`config.mk`:
```
export PLATFORM = sky130hd
export DESIGN_NAME = game_frame_sequencer
export DESIGN_NICKNAME = d
export VERILOG_FILES = /design/src/rtl/game_frame_sequencer_pkg.sv /design/src/rtl/game_frame_sequencer_enemy_iter.sv /design/src/rtl/game_frame_sequencer.sv
export SDC_FILE = /design/constraint.sdc
export NUM_CORES = 1
export LEC_CHECK = 0
export CORE_MARGIN = 3
export CORE_UTILIZATION = 60
export CTS_BUF_LIST = sky130_fd_sc_hd__clkbuf_4 sky130_fd_sc_hd__clkbuf_8
export CTS_CLUSTER_SIZE = 16
export DETAILED_ROUTE_END_ITERATION = 7
export GPL_ROUTABILITY_DRIVEN = 1
export PLACE_DENSITY = 0.94
export SLEW_MARGIN = 0
export SYNTH_ARGS = -nofsm -noshare
export SYNTH_HDL_FRONTEND = slang
export SYNTH_SLANG_ARGS = --single-unit
```
`constraint.sdc`:
```
create_clock -name clock -period 4.2 [get_ports clock]
set_input_delay 0.84 -clock clock [delete_from_list [all_inputs] [get_ports clock]]
set_output_delay 0.84 -clock clock [all_outputs]
set_load 0.02 [all_outputs]
```
`src/rtl/game_frame_sequencer_pkg.sv`:
```
// Shared state encoding and state-decode helpers for the game frame sequencer
// and the datapath mux logic that follows its state.
package game_frame_sequencer_pkg;

  typedef enum logic [3:0] {
    S_INIT          = 4'd0,
    S_IDLE          = 4'd1,
    S_GEN_MOVE      = 4'd2,
    S_CHECK_COLLIDE = 4'd3,
    S_LINK_ACTION   = 4'd4,
    S_MOVE_ENEMY    = 4'd5,
    S_DRAW_MAP      = 4'd6,
    S_DRAW_LINK     = 4'd7,
    S_DRAW_ENEMY    = 4'd8,
    S_DRAW_VGA      = 4'd9
  } state_t;

  // States that wait on the datapath start/done handshake.
  function automatic logic is_handshake(input state_t s);
    case (s)
      S_GEN_MOVE, S_CHECK_COLLIDE, S_MOVE_ENEMY,
      S_DRAW_MAP, S_DRAW_LINK, S_DRAW_ENEMY, S_DRAW_VGA: return 1'b1;
      default:                                           return 1'b0;
    endcase
  endfunction

  // States that iterate over the alive enemy slots.
  function automatic logic is_enemy_state(input state_t s);
    return (s == S_MOVE_ENEMY) || (s == S_DRAW_ENEMY);
  endfunction

endpackage

```
`src/rtl/game_frame_sequencer_enemy_iter.sv`:
```
// Combinational enemy slot iterator: finds the lowest set bit of the mask
// (first=1) or the lowest set bit strictly above cur (first=0).
module game_frame_sequencer_enemy_iter #(
  parameter int unsigned NUM_ENEMIES = 4,
  parameter int unsigned IDX_W       = 2
) (
  input  logic [NUM_ENEMIES-1:0] mask,
  input  logic                   first,
  input  logic [IDX_W-1:0]       cur,
  output logic [IDX_W-1:0]       next_idx,
  output logic                   found
);

  // Priority scan from slot 0 upward; next_idx stays 0 when nothing qualifies.
  always_comb begin
    next_idx = '0;
    found    = 1'b0;
    for (int unsigned i = 0; i < NUM_ENEMIES; i++) begin
      if (!found && mask[i] && (first || (i > 32'(cur)))) begin
        found    = 1'b1;
        next_idx = IDX_W'(i);
      end
    end
  end

endmodule

```
`src/rtl/game_frame_sequencer.sv`:
```
// Top-level game frame sequencer: walks one frame through move, collide,
// Link action, per-enemy move, draw passes and VGA flush, with pause mode,
// a per-stage watchdog and sticky timeout/overrun flags.
module game_frame_sequencer
  import game_frame_sequencer_pkg::*;
#(
  parameter int unsigned NUM_ENEMIES    = 4,
  parameter int unsigned IDX_W          = 2,
  parameter int unsigned FRAME_W        = 16,
  parameter int unsigned TIMEOUT_CYCLES = 65535
) (
  input  logic                   clock,
  input  logic                   reset,
  input  logic                   frame_tick,
  input  logic                   pause,
  input  logic [NUM_ENEMIES-1:0] alive_mask,
  input  logic                   stage_done,
  input  logic                   err_clear,
  output logic [3:0]             state,
  output logic                   stage_start,
  output logic [IDX_W-1:0]       enemy_idx,
  output logic                   busy,
  output logic [FRAME_W-1:0]     frame_count,
  output logic                   timeout_err,
  output logic                   overrun_err
);

  localparam bit          WD_EN   = (TIMEOUT_CYCLES != 0);
  localparam int unsigned WD_W    = WD_EN ? $clog2(TIMEOUT_CYCLES + 1) : 1;
  localparam logic [WD_W-1:0] WD_LAST = WD_W'(WD_EN ? TIMEOUT_CYCLES - 1 : 0);

  state_t                 state_q, state_d;
  logic                   start_q, start_d;
  logic [IDX_W-1:0]       idx_q, idx_d;
  logic [NUM_ENEMIES-1:0] snap_q;
  logic [WD_W-1:0]        wd_q;
  logic [FRAME_W-1:0]     fc_q;
  logic                   to_err_q, ov_err_q;
  logic                   snap_load, frame_inc;
  logic                   hs_now, enemy_now, mask_empty, live;
  logic                   timeout_hit, advance, overrun_hit;
  logic [IDX_W-1:0]       iter_next;
  logic                   iter_found;

  assign hs_now      = is_handshake(state_q);
  assign enemy_now   = is_enemy_state(state_q);
  assign mask_empty  = (snap_q == '0);
  // A stage listens for done only after its start cycle; an empty enemy pass never listens.
  assign live        = hs_now && !start_q && !(enemy_now && mask_empty);
  assign timeout_hit = WD_EN && live && !stage_done && (wd_q >= WD_LAST);
  assign advance     = live && (stage_done || timeout_hit);
  assign overrun_hit = frame_tick && (state_q != S_IDLE);

  // Outside the enemy states the iterator looks ahead for the first slot of the coming pass.
  game_frame_sequencer_enemy_iter #(
    .NUM_ENEMIES (NUM_ENEMIES),
    .IDX_W       (IDX_W)
  ) u_enemy_iter (
    .mask     (snap_q),
    .first    (!enemy_now),
    .cur      (idx_q),
    .next_idx (iter_next),
    .found    (iter_found)
  );

  // Next-state, next stage_start pulse, next enemy index and frame bookkeeping strobes.
  always_comb begin
    state_d   = state_q;
    start_d   = 1'b0;
    idx_d     = '0;
    snap_load = 1'b0;
    frame_inc = 1'b0;
    case (state_q)
      S_INIT: begin
        state_d   = S_DRAW_MAP;
        start_d   = 1'b1;
        snap_load = 1'b1;
      end
      S_IDLE: begin
        if (frame_tick) begin
          snap_load = 1'b1;
          start_d   = 1'b1;
          if (pause) begin
            state_d = S_DRAW_MAP;
          end else begin
            state_d   = S_GEN_MOVE;
            frame_inc = 1'b1;
          end
        end
      end
      S_GEN_MOVE: begin
        if (advance) begin
          state_d = S_CHECK_COLLIDE;
          start_d = 1'b1;
        end
      end
      S_CHECK_COLLIDE: begin
        if (advance) begin
          state_d = S_LINK_ACTION;
          start_d = 1'b1;
        end
      end
      S_LINK_ACTION: begin
        state_d = S_MOVE_ENEMY;
        start_d = iter_found;
        idx_d   = iter_next;
      end
      S_MOVE_ENEMY, S_DRAW_ENEMY: begin
        idx_d = idx_q;
        if (mask_empty || (advance && !iter_found)) begin
          state_d = (state_q == S_MOVE_ENEMY) ? S_DRAW_MAP : S_DRAW_VGA;
          start_d = 1'b1;
          idx_d   = '0;
        end else if (advance) begin
          idx_d   = iter_next;
          start_d = 1'b1;
        end
      end
      S_DRAW_MAP: begin
        if (advance) begin
          state_d = S_DRAW_LINK;
          start_d = 1'b1;
        end
      end
      S_DRAW_LINK: begin
        if (advance) begin
          state_d = S_DRAW_ENEMY;
          start_d = iter_found;
          idx_d   = iter_next;
        end
      end
      S_DRAW_VGA: begin
        if (advance) begin
          state_d = S_IDLE;
        end
      end
      default: begin
        state_d = S_IDLE;
      end
    endcase
  end

  // State register with stage_start pulse, enemy index, alive snapshot and frame counter.
  always_ff @(posedge clock) begin
    if (reset) begin
      state_q <= S_INIT;
      start_q <= 1'b0;
      idx_q   <= '0;
      snap_q  <= '0;
      fc_q    <= '0;
    end else begin
      state_q <= state_d;
      start_q <= start_d;
      idx_q   <= idx_d;
      if (snap_load) snap_q <= alive_mask;
      if (frame_inc) fc_q   <= fc_q + 1'b1;
    end
  end

  // Watchdog restarts on every new stage or state change and counts while a handshake is pending.
  always_ff @(posedge clock) begin
    if (reset || !WD_EN) begin
      wd_q <= '0;
    end else if (start_d || (state_d != state_q)) begin
      wd_q <= '0;
    end else if (hs_now) begin
      wd_q <= wd_q + 1'b1;
    end
  end

  // Sticky error flags; a set in the same cycle as err_clear takes priority.
  always_ff @(posedge clock) begin
    if (reset) begin
      to_err_q <= 1'b0;
      ov_err_q <= 1'b0;
    end else begin
      if (timeout_hit)    to_err_q <= 1'b1;
      else if (err_clear) to_err_q <= 1'b0;
      if (overrun_hit)    ov_err_q <= 1'b1;
      else if (err_clear) ov_err_q <= 1'b0;
    end
  end

  assign state       = state_q;
  assign stage_start = start_q;
  assign enemy_idx   = idx_q;
  assign busy        = (state_q != S_IDLE);
  assign frame_count = fc_q;
  assign timeout_err = to_err_q;
  assign overrun_err = ov_err_q;

endmodule

```
Word level (Yosys, flattened, before mapping):

Index checks and enable logic that the tools add are counted.

* $add $sub $neg: 2
* $lt $le $gt $ge: 4
* eq/ne operators: 12
* muxes and demuxes: 34
* reductions and logical operators: 38

Operators with widths (count)
* $pmux W4 S9: 1
* $add A16 B1 Y16 const B: 2
* $mux W4: 8
* $eq A4 B3 Y1 const B: 4
* $ge A16 B16 Y1 const B: 1
* $mux W1: 16
* $logic_and A1 B1 Y1: 15
* $mux W2: 5
* $eq A4 B2 Y1 const B: 2
* $eq A4 B4 Y1 const B: 2
* $logic_not A1 Y1: 8
* $logic_not A4 Y1: 2
* $logic_or A1 B1 Y1: 7
* $reduce_or A7 Y1: 1
* $pmux W1 S6: 1
* $pmux W2 S3: 1
* $eq A4 B1 Y1 const B: 1
* $gt A2 B2 Y1 const A: 2
* $ne A4 B1 Y1 const B: 1
* $ne A4 B4 Y1: 1
* $reduce_bool A2 Y1: 2
* $reduce_or A2 Y1: 2
* $mux W3: 1
* $ne A3 B3 Y1 const B: 1
* 3 further kinds: 3

* register bits after elaboration: 45
* input bits: 10
* output and inout port bits: 26
* logic and storage cells: 98

Logic depth before layout (Yosys ltp):

Gate-level depths: netlist of the first run.

* word-level depth: 25
* depth in mapped cells: 10
* mapped depth without buffers: 8

By module:

A second synthesis of the first run with hierarchy kept.

* cells, all modules: 299
* area, all modules: 2397.3 um^2

By module, submodules not included
* game_frame_sequencer: instances 1, cells each 285, area an instance 2309.7 um^2, seq. area each 900.9 um^2
* game_frame_sequencer_enemy_iter: instances 1, cells each 14, area an instance 87.6 um^2, seq. area each 0.0 um^2

Least setup slack after synthesis of the first run:

No wires, ideal clock.

* path kind: reg-to-reg
* start point: reg state_q[0], in the netlist state[0]
* end point: reg wd_q[6]
* setup time: 0.062 ns
* arrival: 2.586 ns
* data required time: 4.138 ns
* path slack: 1.552 ns
* cell stages (with the launch flop): 11
* buffers on the path: 3
* period minus slack after synthesis: 2.648 ns
* cells stage by stage: dfxtp_1 > buf_2 > or4bb_1 > and2_4 > buf_6 > a2111o_1 > a31o_1 > a31oi_4 > o211ai_4 > buf_6 > nor2_2

* longest elaborated chain between the ends: 25
* elaborated cells on any way between the ends: 60
* classes of those cells: eq/ne: 10; mux: 18; reduce/logical: 32

RTL lines
* from (decl): RTL line game_frame_sequencer.sv:32 `state_t state_q, state_d;`
* from (signal assigned): RTL line game_frame_sequencer.sv:152 `state_q <= state_d;`
* $eq A4 B3 Y1 / $eq A4 B4 Y1 (equally long branches)
* $logic_or A1 B1 Y1: RTL line game_frame_sequencer_pkg.sv:29 `return (s == S_MOVE_ENEMY) || (s == S_DRAW_ENEMY);`
* $logic_not A1 Y1: RTL line game_frame_sequencer.sv:60 `.first (!enemy_now),`
* $logic_and A1 B1 Y1: RTL line game_frame_sequencer_enemy_iter.sv:19 `if (!found && mask[i] && (first || (i > 32'(cur)))) begin`
* $mux W1: RTL line game_frame_sequencer_enemy_iter.sv:19
* $logic_not A1 Y1: RTL line game_frame_sequencer_enemy_iter.sv:19
* $logic_and A1 B1 Y1 (2 in a row): RTL line game_frame_sequencer_enemy_iter.sv:19
* $mux W1: RTL line game_frame_sequencer_enemy_iter.sv:19
* [8 not listed]
* $logic_not A1 Y1: RTL line game_frame_sequencer.sv:110 `if (mask_empty || (advance && !iter_found)) begin`
* $logic_and A1 B1 Y1: RTL line game_frame_sequencer.sv:110
* $logic_or A1 B1 Y1: RTL line game_frame_sequencer.sv:110
* $mux W4: RTL line game_frame_sequencer.sv:110
* $pmux W4 S9: RTL line game_frame_sequencer.sv:73 `case (state_q)`
* $ne A4 B4 Y1: RTL line game_frame_sequencer.sv:164 `end else if (start_d || (state_d != state_q)) begin`
* $logic_or A1 B1 Y1: RTL line game_frame_sequencer.sv:164
* $reduce_or A2 Y1 (no line)
* to (signal assigned): RTL line game_frame_sequencer.sv:167 `wd_q <= wd_q + 1'b1;`
* to (decl): RTL line game_frame_sequencer.sv:36 `logic [WD_W-1:0] wd_q;`

Parallel ways exist; a longest one is shown, timed or not.
A chain may end at the register's enable or synchronous reset.

Worst setup path in the final report of the first run:

* start point: reg state_q[0], in the netlist state[0]
* end point: reg wd_q[1]

The elaborated chain is that of the path after synthesis.

==> metrics.md, run 1 <==
| Metric | Value |
|---|---|
| Simple-gate share of the synthesized area | `0.2681` |
| Post-synthesis async set-or-reset flop share | `0` |
| Vertical extent of the die | `69.54 µm` |
| Clk_skew | `0.007708 ns` |
| Share of cell area taken by muxes after synthesis | `0.02479` |
| Total clock sinks | `45` |
| Adder-Cell Fraction of Synth Area | `0.01550` |
| Cell area after technology mapping | `2422 µm²` |
| Count of pins on the block boundary | `36` |
| Detailed-router iteration count before antenna repair | `4` |
| Number of unique standard cell types used by synthesis | `53` |
| Data arrival time of the critical path | `3.18 ns` |
| Cell family contributing the most delay on the critical path | `compound AO/OA/AOI/OAI gates` |
| Total net switching power | `0.0005023 W` |
| Sequential area share after synthesis | `0.3719` |
| Synthesis-stage register bit count | `45` |
| Final non-filler cell area | `2869 µm²` |
| Post-synthesis compound-gate area fraction | `0.1725` |
| DIE AREA | `4836 µm²` |
| Clock slew at reported path FFs | `0.08 ns` |
| Starting density of the core | `0.6423` |
| Post-cts repair resize count | `0` |
| Maximum clock insertion buffer count | `2` |
| Data required time of the critical path | `4.36 ns` |
| Max stage delay cell, worst path | `sky130_fd_sc_hd__dfxtp_1` |
| VDD IR-drop max | `0.3678 mV` |
| Via count of the first global-routing pass | `2022` |
| TritonCTS clock tree | `done` |
| Mean area per synthesized cell | `8.440 µm²` |
| Setup repair after global routing missed its margin | `no` |
| Aggregate global routing overflow | `0` |
| Worst hold path class | `flip-flop to flip-flop` |
| Dominant combinational cell family by area after synthesis | `simple AND/OR/NAND/NOR gates` |
| Share of post-route cells with drive strength above 1 | `0.07862` |
| Drt total wl | `5422 µm` |
| Count of input and output buffers | `35` |
| Share of the cycle needed by the critical path after routing | `0.7196` |
| Final RePlAce weighted congestion | `0.9705` |
| Number of flops mapped to enable cells by yosys | `0` |
| Internal Pwr Total | `0.0007942 W` |
| Fin Setup TNS | `0 ns` |
| Synth area leaders | `sky130_fd_sc_hd__dfxtp_1 (37%), sky130_fd_sc_hd__xor2_1 (7.6%), sky130_fd_sc_hd__nor2_1 (7.0%)` |
| Post-synth top flop | `sky130_fd_sc_hd__dfxtp_1` |
| Fraction of power consumed by combinational cells | `0.358` |
| Static leakage | `1.023 nW` |
| R2r worst-path depth | `7` |
| Buf+Inv Stages, Crit Path | `0` |
| Clk pwr share | `0.225` |
| Number of DRC violations after detailed-routing iteration 0 | `118` |
| Number of buffers inserted for hold repair after clock tree synthesis | `0` |
| Count of filler cells inserted in the layout | `249` |
| Largest net degree at the start of global routing | `31` |
| Worst slew pin tran | `0.9042 ns` |
| Peak Freq | `330.9 MHz` |
| Worst slew margin | `0.3917` |
| CORE AREA | `3771 µm²` |
| Count of final hold-check violations | `0` |
| Fin crit period | `3.022 ns` |
| Number of stages on the worst hold path | `2` |
| Number of cells on the critical path | `7` |
| Share of Yosys cell area claimed by the top area cell type | `0.3719` |
| Wire length of the first global-routing pass | `9335 µm` |
| Sum of net half-perimeters after detailed placement | `3719 µm` |
| Post-CTS setup repair buffer count | `0` |
| Type of the worst setup path | `flip-flop to flip-flop` |
| Clock insertion delay at the later pin of the skew report | `0.30 ns` |
| Number of antenna violations at the first check in global routing | `0` |
| Post-route ant nets | `0` |
| Crit-path cells | `or4bb_1 -> and2_4 -> a2111o_1 -> nand2_1 -> o22ai_1 -> o211ai_4 -> a211oi_2` |
| Post-route DRC violation count | `0` |
| Avg Vias per Cell | `5.984` |
| Post-Syn Instances | `287` |
| Final setup violation count | `0` |
| Final layout net count | `330` |
| Endpoint type of the worst setup path | `flip-flop` |
| Top fanout value on the critical path | `19` |
| Post-synthesis net count | `300` |
| Post-synthesis to final-layout area growth | `18.44%` |
| Max H-tree Level | `2` |
| Placement Rows | `22` |
| Slowest cell delay on critical path | `0.72 ns` |
| Cell area power density | `451.9 nW/µm²` |
| Xor and xnor fraction of the mapped netlist area | `0.1049` |
| Root buffer selected by CTS | `sky130_fd_sc_hd__clkbuf_8` |
| Cell type with the largest total area after synthesis | `sky130_fd_sc_hd__dfxtp_1` |
| Type of origin of the critical path | `flip-flop` |
| Die width | `69.54 µm` |
| Proportion of power drawn by flip-flops and latches | `0.417` |
| Count of final max-slew check failures | `0` |
| DR WL/cell | `14.81 µm` |
| Post-detailed-placement cell area | `2768 µm²` |
| Yosys warning total | `0` |
| Number of clock buffers inserted by TritonCTS | `5` |
| Overall via count from detail_route | `2190` |
| Ant. Diodes | `0` |
| Status | `complete, no violations` |
| Overall Global Routing Usage | `0.2345` |
| Switching part of the total | `0.3874` |
| Max-cap check violation count | `0` |
-- through the flow --
stage,total power [W],worst slack (ns),instances,util,hold WS [ns]
4_1_cts,0.001296,1.219,366,0.7608,0.4990
2_1_floorplan,0.0008998,1.552,287,-,0.4715
6_report,0.001297,1.178,366,0.7608,0.4929
5_1_grt,0.001370,1.011,366,0.7608,0.5295
3_3_place_gp,0.0009931,1.030,358,0.7339,0.4723
3_5_place_dp,0.0009989,0.9184,358,0.7339,0.4798
-- layer usage --
metal	up-vias	routed length [µm]	global-route usage
met3	10	370	0.06377
met5	-	0	0
met4	0	96	0.08460
met2	84	2672	0.3898
li1	1083	-	-
met1	1013	2283	0.2900
-- logic make-up (layout without fill, tap and decap cells) --
| kind of cell | after synthesis | after routing |
|---|---|---|
| AOI/OAI and AO/OA | 53 | 53 |
| xor gates and xnor gates | 29 | 29 |
| adders and majority gates | 3 | 3 |
| buffers and inverters | 21 | 52 |
| DFF | 45 | 45 |
| muxes | 6 | 6 |
| and+or+nand+nor | 130 | 130 |
-- final timing paths --
check                   start     endpoint  slack (ns)
setup / recovery     state[0]      wd_q[1]        1.18
hold reg to reg   timeout_err  timeout_err        0.49
hold / removal    timeout_err  timeout_err        0.49
setup reg to reg     state[0]      wd_q[1]        1.18
-- worst reg2reg max path, stage by stage (launching register included) --
cell                       delay (ns)
sky130_fd_sc_hd__dfxtp_1         0.72
sky130_fd_sc_hd__or4bb_1         0.59
sky130_fd_sc_hd__and2_4          0.19
sky130_fd_sc_hd__a2111o_1        0.44
sky130_fd_sc_hd__nand2_1         0.16
sky130_fd_sc_hd__o22ai_1         0.14
sky130_fd_sc_hd__o211ai_4        0.55
sky130_fd_sc_hd__a211oi_2        0.11
-- flip-flops by register name, summed over array words and instances (netlist names) --
name         count
enemy_idx        2
frame_count     16
overrun_err      1
snap_q           4
stage_start      1
state            4
timeout_err      1
wd_q            16
-- synthesized netlist by cell type, types with 2 or more instances --
cell                       number
sky130_fd_sc_hd__o311a_1        2
sky130_fd_sc_hd__nor2b_1        2
sky130_fd_sc_hd__mux2i_1        6
sky130_fd_sc_hd__a311oi_1       2
sky130_fd_sc_hd__nor3_1         5
sky130_fd_sc_hd__nand4_1        9
sky130_fd_sc_hd__o21ai_0        8
sky130_fd_sc_hd__nand2_1       26
sky130_fd_sc_hd__dfxtp_1       45
sky130_fd_sc_hd__nor4_1         3
sky130_fd_sc_hd__nor2_2        10
sky130_fd_sc_hd__and4_1         5
sky130_fd_sc_hd__nand3_1        8
sky130_fd_sc_hd__clkbuf_1       8
sky130_fd_sc_hd__and3_1         6
sky130_fd_sc_hd__a32o_1         2
sky130_fd_sc_hd__ha_1           3
sky130_fd_sc_hd__a21oi_1       13
sky130_fd_sc_hd__xor2_1        21
sky130_fd_sc_hd__nor2_1        45
sky130_fd_sc_hd__a211o_1        2
sky130_fd_sc_hd__xnor2_1        8
sky130_fd_sc_hd__o21ai_1        2
sky130_fd_sc_hd__buf_6          3
sky130_fd_sc_hd__or3_1          5
sky130_fd_sc_hd__inv_1          8
sky130_fd_sc_hd__o22ai_1        4
-- area by class of cell --
class / instances / area (µm²) / area share
clock inverters: 1 / 5.005 / 0.001744
flip-flops and latches: 45 / 900.9 / 0.3140
well taps: 48 / 60.06 / 0.02093
repair buffers: 36 / 357.8 / 0.1247
clock buffers: 7 / 96.34 / 0.03358
multi-input cells: 221 / 1419 / 0.4945
inverters: 8 / 30.03 / 0.01047
-- layout by cell type (no fill, tap or decap), types with 2 or more instances in the layout --
master / count
sky130_fd_sc_hd__ha_1: 3
sky130_fd_sc_hd__inv_1: 8
sky130_fd_sc_hd__a211o_1: 2
sky130_fd_sc_hd__nor2_1: 45
sky130_fd_sc_hd__a311oi_1: 2
sky130_fd_sc_hd__nand2_1: 26
sky130_fd_sc_hd__a21oi_1: 13
sky130_fd_sc_hd__xor2_1: 21
sky130_fd_sc_hd__nor2b_1: 2
sky130_fd_sc_hd__dfxtp_1: 45
sky130_fd_sc_hd__nor3_1: 5
sky130_fd_sc_hd__and4_1: 5
sky130_fd_sc_hd__a32o_1: 2
sky130_fd_sc_hd__or3_1: 5
sky130_fd_sc_hd__nor4_1: 3
sky130_fd_sc_hd__o21ai_1: 2
sky130_fd_sc_hd__o311a_1: 2
sky130_fd_sc_hd__nor2_2: 10
sky130_fd_sc_hd__clkdlybuf4s50_1: 35
sky130_fd_sc_hd__clkbuf_8: 7
sky130_fd_sc_hd__nand4_1: 9
sky130_fd_sc_hd__mux2i_1: 6
sky130_fd_sc_hd__nand3_1: 8
sky130_fd_sc_hd__o21ai_0: 8
sky130_fd_sc_hd__and3_1: 6
sky130_fd_sc_hd__xnor2_1: 8
sky130_fd_sc_hd__o22ai_1: 4
-- power by group through the flow --
| stage | Sequential, W | Combinational (W) | Clock, W |
|---|---|---|---|
| after floorplan | 0.000516 | 0.000384 | 0 |
| after global placement | 0.000547 | 0.000446 | 0 |
| after detailed placement | 0.000547 | 0.000452 | 0 |
| after CTS | 0.000537 | 0.000459 | 0.000299 |
| after global routing | 0.000550 | 0.000509 | 0.000311 |
| final | 0.000541 | 0.000464 | 0.000292 |
No activity file was read; power rests on OpenSTA's default activity.
==> run 2: changes to the inputs <==
--- a/config.mk
+++ b/config.mk
@@ -6,12 +6,12 @@
 export NUM_CORES = 1
 export LEC_CHECK = 0
 export CORE_MARGIN = 3
-export CORE_UTILIZATION = 60
+export CORE_UTILIZATION = 56
 export CTS_BUF_LIST = sky130_fd_sc_hd__clkbuf_4 sky130_fd_sc_hd__clkbuf_8
 export CTS_CLUSTER_SIZE = 16
 export DETAILED_ROUTE_END_ITERATION = 7
 export GPL_ROUTABILITY_DRIVEN = 1
-export PLACE_DENSITY = 0.94
+export PLACE_DENSITY = 0.89
 export SLEW_MARGIN = 0
 export SYNTH_ARGS = -nofsm -noshare
 export SYNTH_HDL_FRONTEND = slang
==> constraint.sdc (replaced) <==
create_clock -name clock -period 3.2 [get_ports clock]
set_input_delay 0.64 -clock clock [delete_from_list [all_inputs] [get_ports clock]]
set_output_delay 0.64 -clock clock [all_outputs]
set_load 0.02 [all_outputs]
==> metrics.md, run 2 (same netlist as run 1, synthesis figures left out) <==
| Metric | Value |
|---|---|
| Number of buffers inserted for hold repair after clock tree synthesis | `0 (unchanged)` |
| Largest net degree at the start of global routing | `30 (was 31)` |
| Endpoint type of the worst setup path | `flip-flop (unchanged)` |
| CORE AREA | `4086 µm² (was 3771 µm²)` |
| Max-cap check violation count | `0 (unchanged)` |
| Number of DRC violations after detailed-routing iteration 0 | `125 (was 118)` |
| Type of the worst setup path | `input port to flip-flop (was flip-flop to flip-flop)` |
| Most Frequent Cell on Critical Path | `sky130_fd_sc_hd__nor2_1` |
| Clock slew at reported path FFs | `0.08 ns (about the same)` |
| Commonest cells after routing, fill and taps aside | `sky130_fd_sc_hd__nor2_1 (45), sky130_fd_sc_hd__dfxtp_1 (45), sky130_fd_sc_hd__clkdlybuf4s50_1 (35) (unchanged)` |
| Overall via count from detail_route | `2286 (was 2190)` |
| End point of the most critical hold path | `wd_q[15] (was timeout_err)` |
| Multi-input gate area | `1419 µm² (unchanged)` |
| Overall Global Routing Usage | `0.2281 (was 0.2345)` |
| Min-Delay Startpoint | `wd_q[15] (was timeout_err)` |
| Maximum clock insertion buffer count | `2 (unchanged)` |
| Root buffer selected by CTS | `sky130_fd_sc_hd__clkbuf_8 (unchanged)` |
| Static leakage | `1.060 nW (was 1.023 nW)` |
| Data required time of the critical path | `3.39 ns (was 4.36 ns)` |
| Cell area power density | `598.3 nW/µm² (was 451.9 nW/µm²)` |
| Worst slew margin | `0.5383 (was 0.3917)` |
| Clock insertion delay at the later pin of the skew report | `0.31 ns (was 0.30 ns)` |
| Post-route DRC violation count | `0 (unchanged)` |
| Slowest cell delay on critical path | `0.50 ns (was 0.72 ns)` |
| Drt total wl | `5621 µm (was 5422 µm)` |
| Top fanout value on the critical path | `16 (was 19)` |
| R2r worst-path depth | `9 (was 7)` |
| Final RePlAce weighted congestion | `0.9416 (was 0.9705)` |
| Final worst setup slack | `0.5190 ns (was 1.178 ns)` |
| Number of stages on the worst hold path | `2 (unchanged)` |
| Placement-stage worst setup slack | `0.2699 ns (was 0.9184 ns)` |
| Post-synthesis to final-layout area growth | `21.23% (was 18.44%)` |
| Peak Freq | `373.0 MHz` |
| Aggregate global routing overflow | `0 (unchanged)` |
| Data arrival time of the critical path | `2.87 ns (was 3.18 ns)` |
| Final layout net count | `340 (was 330)` |
| DIE AREA | `5151 µm² (was 4836 µm²)` |
| Post-route ant nets | `0 (unchanged)` |
| VDD IR-drop max | `0.4024 mV (was 0.3678 mV)` |
| TritonCTS clock tree | `done (unchanged)` |
| Worst slew pin tran | `0.6839 ns (was 0.9042 ns)` |
| Share of post-route cells with drive strength above 1 | `0.1067 (was 0.07862)` |
| Post-cts repair resize count | `0 (unchanged)` |
| Utilization after layout | `0.7186 (was 0.7608)` |
| Overall Power | `0.001757 W (was 0.001297 W)` |
| Sum of net half-perimeters after detailed placement | `3943 µm (was 3719 µm)` |
| Area of all sequential standard cells | `900.9 µm² (unchanged)` |
| Detailed-router iteration count before antenna repair | `4 (unchanged)` |
| Total clock sinks | `45 (unchanged)` |
| Fin crit period | `2.681 ns` |
| Count of filler cells inserted in the layout | `326 (was 249)` |
| Count of final max-slew check failures | `0 (unchanged)` |
| Number of antenna violations at the first check in global routing | `0 (unchanged)` |
| Max stage delay cell, worst path | `sky130_fd_sc_hd__nor2_1 (was sky130_fd_sc_hd__dfxtp_1)` |
| Share of the cycle needed by the critical path after routing | `0.8378` |
| Minimum hold slack | `0.5206 ns (was 0.4929 ns)` |
| Count of pins on the block boundary | `36 (unchanged)` |
| Count of input and output buffers | `35 (unchanged)` |
| Die width | `71.77 µm (was 69.54 µm)` |
| Crit-path cells | `clkdlybuf4s50_1 -> nor2b_1 -> o2111a_1 -> a21oi_1 -> nor2_1 -> o22ai_1 -> o211ai_4 -> buf_4 -> nor2_1 (was or4bb_1 -> and2_4 -> a2111o_1 -> nand2_1 -> o22ai_1 -> o211ai_4 -> a211oi_2)` |
| Type of origin of the critical path | `input port (was flip-flop)` |
| Clk_skew | `0.008608 ns (was 0.007708 ns)` |
| Setup repair after global routing missed its margin | `no (unchanged)` |
| Status | `complete, no violations (unchanged)` |
| Avg Vias per Cell | `6.048 (was 5.984)` |
| Worst hold path class | `flip-flop to flip-flop (unchanged)` |
| Count of final hold-check violations | `0 (unchanged)` |
| Ant. Diodes | `0 (unchanged)` |
| DR WL/cell | `14.87 µm (was 14.81 µm)` |
| Number of clock buffers inserted by TritonCTS | `5 (unchanged)` |
| Via count of the first global-routing pass | `2109 (was 2022)` |
| Starting density of the core | `0.5928 (was 0.6423)` |
| Worst setup slack for register-to-register paths | `0.59 ns (was 1.18 ns)` |
| Wire length of the first global-routing pass | `9432 µm (was 9335 µm)` |
| Final setup violation count | `0 (unchanged)` |
| Fin Setup TNS | `0 ns (unchanged)` |
| Critical R2R Launch | `state[2] (was state[0])` |
| Placement Rows | `23 (was 22)` |
| Critical register-to-register path endpoint | `wd_q[4] (was wd_q[1])` |
| Post-CTS setup repair buffer count | `0 (unchanged)` |
| Vertical extent of the die | `71.77 µm (was 69.54 µm)` |
| Max H-tree Level | `2 (unchanged)` |
## run 2: per-layer routing
| metal | GRT usage | up-vias | wire [µm] |
|---|---|---|---|
| li1 | - | 1107 | - |
| met1 | 0.2857 | 1082 | 2437 |
| met2 | 0.3653 | 77 | 2657 |
| met3 | 0.05049 | 20 | 345 |
| met4 | 0.1211 | 0 | 181 |
| met5 | 0 | - | 0 |
## run 2: layout make-up
| class | instances | area share |
|---|---|---|
| multi-input combinational | 221 | 0.4832 |
| sequential | 45 | 0.3068 |
| timing repair buffer | 46 | 0.1474 |
| clock buffer | 6 | 0.02599 |
| tap | 50 | 0.02130 |
| inverter | 8 | 0.01023 |
| clock inverter | 2 | 0.005113 |
## run 2: how the worst max path moves through the flow
stage	startpoint	endpoint	slack, ns	depth (start not counted)
6_report	stage_done	wd_q[4]	0.52	9
5_1_grt	stage_done	wd_q[4]	0.43	9
4_1_cts	stage_done	wd_q[2]	0.57	9
3_5_place_dp	stage_done	wd_q[2]	0.27	9
3_3_place_gp	stage_done	wd_q[2]	0.34	9
2_1_floorplan	state[0]	wd_q[6]	0.55	10
## run 2: critical path, delay by kind of cell
| family | cells | cell delay, ns |
|---|---|---|
| AO/OA/AOI/OAI | 4 | 0.82 |
| buffers and inverters | 2 | 0.72 |
| AND/OR/NAND/NOR | 3 | 0.70 |
## run 2: power by group
part	switching, W	leakage [nW]	internal (W)
registers	0.0000528	0.365	0.000601
logic	0.000436	0.654	0.000303
clock network	0.000202	0.0408	0.000163
total	0.000690	1.06	0.00107
## run 2: metrics by stage
stage / area (µm²) / cells
after floorplan: 2422 / 287
after global placement: 2845 / 370
after detailed placement: 2845 / 370
after CTS: 2937 / 378
after global routing: 2937 / 378
final: 2937 / 378
==> run 3: changes to the inputs <==
==> constraint.sdc (replaced) <==
create_clock -name clock -period 2.65 [get_ports clock]
set_input_delay 0.53 -clock clock [delete_from_list [all_inputs] [get_ports clock]]
set_output_delay 0.53 -clock clock [all_outputs]
set_load 0.02 [all_outputs]
==> metrics.md, run 3 (same netlist as run 1, synthesis figures left out) <==
| Metric | Value |
|---|---|
| Status | `complete, no violations (unchanged)` |
| Clock insertion delay at the later pin of the skew report | `0.30 ns (was 0.31 ns)` |
| Minimum hold slack | `0.5185 ns (was 0.5206 ns)` |
| Setup repair after global routing missed its margin | `no (unchanged)` |
| Post-route ant nets | `0 (unchanged)` |
| TritonCTS clock tree | `done (unchanged)` |
| Crit-path cells | `buf_4 -> nor2_1 -> o21ai_0 -> a211o_1 -> nor2_1 -> o22ai_1 -> o211ai_4 -> buf_12 -> nor2_1 (was clkdlybuf4s50_1 -> nor2b_1 -> o2111a_1 -> a21oi_1 -> nor2_1 -> o22ai_1 -> o211ai_4 -> buf_4 -> nor2_1)` |
| Buf+Inv Stages, Crit Path | `2 (unchanged)` |
| Type of the worst setup path | `flip-flop to flip-flop (was input port to flip-flop)` |
| Drt total wl | `5841 µm (was 5621 µm)` |
| Overall Power | `0.002296 W (was 0.001757 W)` |
| Count of final max-slew check failures | `0 (unchanged)` |
| Post-synthesis to final-layout area growth | `25.72% (was 21.23%)` |
| Overall Global Routing Usage | `0.2377 (was 0.2281)` |
| Count of final hold-check violations | `0 (unchanged)` |
| Data arrival time of the critical path | `2.73 ns (was 2.87 ns)` |
| Worst hold path class | `flip-flop to flip-flop (unchanged)` |
| Cell area power density | `754.1 nW/µm² (was 598.3 nW/µm²)` |
| Wire length of the first global-routing pass | `9867 µm (was 9432 µm)` |
| Post-detailed-placement cell area | `2925 µm² (was 2845 µm²)` |
| Cell family contributing the most delay on the critical path | `compound AO/OA/AOI/OAI gates (unchanged)` |
| Peak Freq | `394.8 MHz` |
| Final setup violation count | `0 (unchanged)` |
| Final non-filler cell area | `3045 µm² (was 2937 µm²)` |
| Vertical extent of the die | `71.77 µm (unchanged)` |
| Count of filler cells inserted in the layout | `301 (was 326)` |
| Detailed-router iteration count before antenna repair | `4 (unchanged)` |
| Number of buffers inserted for hold repair after clock tree synthesis | `0 (unchanged)` |
| Largest net degree at the start of global routing | `30 (unchanged)` |
| Final layout net count | `349 (was 340)` |
| Data required time of the critical path | `2.85 ns (was 3.39 ns)` |
| Die width | `71.77 µm (unchanged)` |
| Max stage delay cell, worst path | `sky130_fd_sc_hd__nor2_1 (unchanged)` |
| Most Frequent Cell on Critical Path | `sky130_fd_sc_hd__nor2_1 (unchanged)` |
| CORE AREA | `4086 µm² (unchanged)` |
| Starting density of the core | `0.5928 (unchanged)` |
| Type of origin of the critical path | `flip-flop (was input port)` |
| VDD IR-drop max | `0.6199 mV (was 0.4024 mV)` |
| Clock slew at reported path FFs | `0.08 ns (about the same)` |
| Worst slew pin tran | `0.6053 ns (was 0.6839 ns)` |
| Overall via count from detail_route | `2308 (was 2286)` |
| Endpoint type of the worst setup path | `flip-flop (unchanged)` |
| Share of the cycle needed by the critical path after routing | `0.9559` |
| Number of DRC violations after detailed-routing iteration 0 | `129 (was 125)` |
| DIE AREA | `5151 µm² (unchanged)` |
| Static leakage | `1.128 nW (was 1.060 nW)` |
| Max-cap check violation count | `0 (unchanged)` |
| Number of clock buffers inserted by TritonCTS | `5 (unchanged)` |
| DR WL/cell | `15.09 µm (was 14.87 µm)` |
| Post-route DRC violation count | `0 (unchanged)` |
| Avg Vias per Cell | `5.964 (was 6.048)` |
| Share of post-route cells with drive strength above 1 | `0.1306 (was 0.1067)` |
| Max H-tree Level | `2 (unchanged)` |
| Worst slew margin | `0.5913 (was 0.5383)` |
| Count of input and output buffers | `35 (unchanged)` |
| Root buffer selected by CTS | `sky130_fd_sc_hd__clkbuf_8 (unchanged)` |
| Top fanout value on the critical path | `17 (was 16)` |
| Sum of net half-perimeters after detailed placement | `4072 µm (was 3943 µm)` |
| Total clock sinks | `45 (unchanged)` |
| Final RePlAce weighted congestion | `0.9042 (was 0.9416)` |
| Placement Rows | `23 (unchanged)` |
| Number of antenna violations at the first check in global routing | `0 (unchanged)` |
| Post-cts repair resize count | `0 (unchanged)` |
| Commonest cells after routing, fill and taps aside | `sky130_fd_sc_hd__nor2_1 (45), sky130_fd_sc_hd__dfxtp_1 (45), sky130_fd_sc_hd__clkdlybuf4s50_1 (35) (unchanged)` |
| Aggregate global routing overflow | `0 (unchanged)` |
| Count of pins on the block boundary | `36 (unchanged)` |
| Ant. Diodes | `0 (unchanged)` |
| Via count of the first global-routing pass | `2255 (was 2109)` |
| Maximum clock insertion buffer count | `2 (unchanged)` |
| Post-CTS setup repair buffer count | `0 (unchanged)` |
| Clk_skew | `0.004847 ns (was 0.008608 ns)` |
| Fin Setup TNS | `0 ns (unchanged)` |
| Slowest cell delay on critical path | `0.41 ns (was 0.50 ns)` |
| Fin crit period | `2.533 ns` |
## run 3: cell types whose count changed in the layout (fill, tap and decap cells not counted), sizes merged
cell      delta
buf          +9
bufinv       +1
clkinvlp     -1
## run 3: per-stage QoR
step | std cells | utilization | setup slack, ns
2_1_floorplan | 287 | - | 0.001978
3_3_place_gp | 379 | 0.7159 | 0.03285
3_5_place_dp | 379 | 0.7159 | -0.02009
4_1_cts | 387 | 0.7453 | 0.1366
5_1_grt | 387 | 0.7453 | 0.03297
6_report | 387 | 0.7453 | 0.1169
## run 3: report_power, final
part	internal [W]	switching, W
combinational	0.000414	0.000569
sequential	0.000725	0.0000491
clock	0.000306	0.000232
## run 3: final cells by class
type                            count  area (µm²)  area share
Clock inverter                      2       37.54     0.01233
Multi-Input combinational cell    221        1419      0.4659
Tap cell                           50       62.56     0.02054
Timing Repair Buffer               55       513.0      0.1684
Clock buffer                        6       82.58     0.02712
Sequential cell                    45       900.9      0.2958
Inverter                            8       30.03    0.009860
## run 3: per-layer routing
layer / vias to the layer above / global-route usage / share of wire
li1: 1117 / - / -
met1: 1100 / 0.2847 / 0.41
met2: 77 / 0.4133 / 0.51
met3: 14 / 0.05049 / 0.059
met4: 0 / 0.09395 / 0.018
met5: - / 0 / 0
## run 3: worst min-delay path: stages, from the launching register on
cell and delay (ns):
sky130_fd_sc_hd__dfxtp_1 0.34, sky130_fd_sc_hd__a22oi_1 0.08, sky130_fd_sc_hd__nor2_1 0.08
## run 3: final timing paths
path / from / cells after the start / to / slack (ns)
worst max-delay path: state[2] / 9 / wd_q[15] / 0.12
worst min-delay path: overrun_err / 2 / overrun_err / 0.52
worst max register to register: state[2] / 9 / wd_q[15] / 0.12
worst min register to register: overrun_err / 2 / overrun_err / 0.52
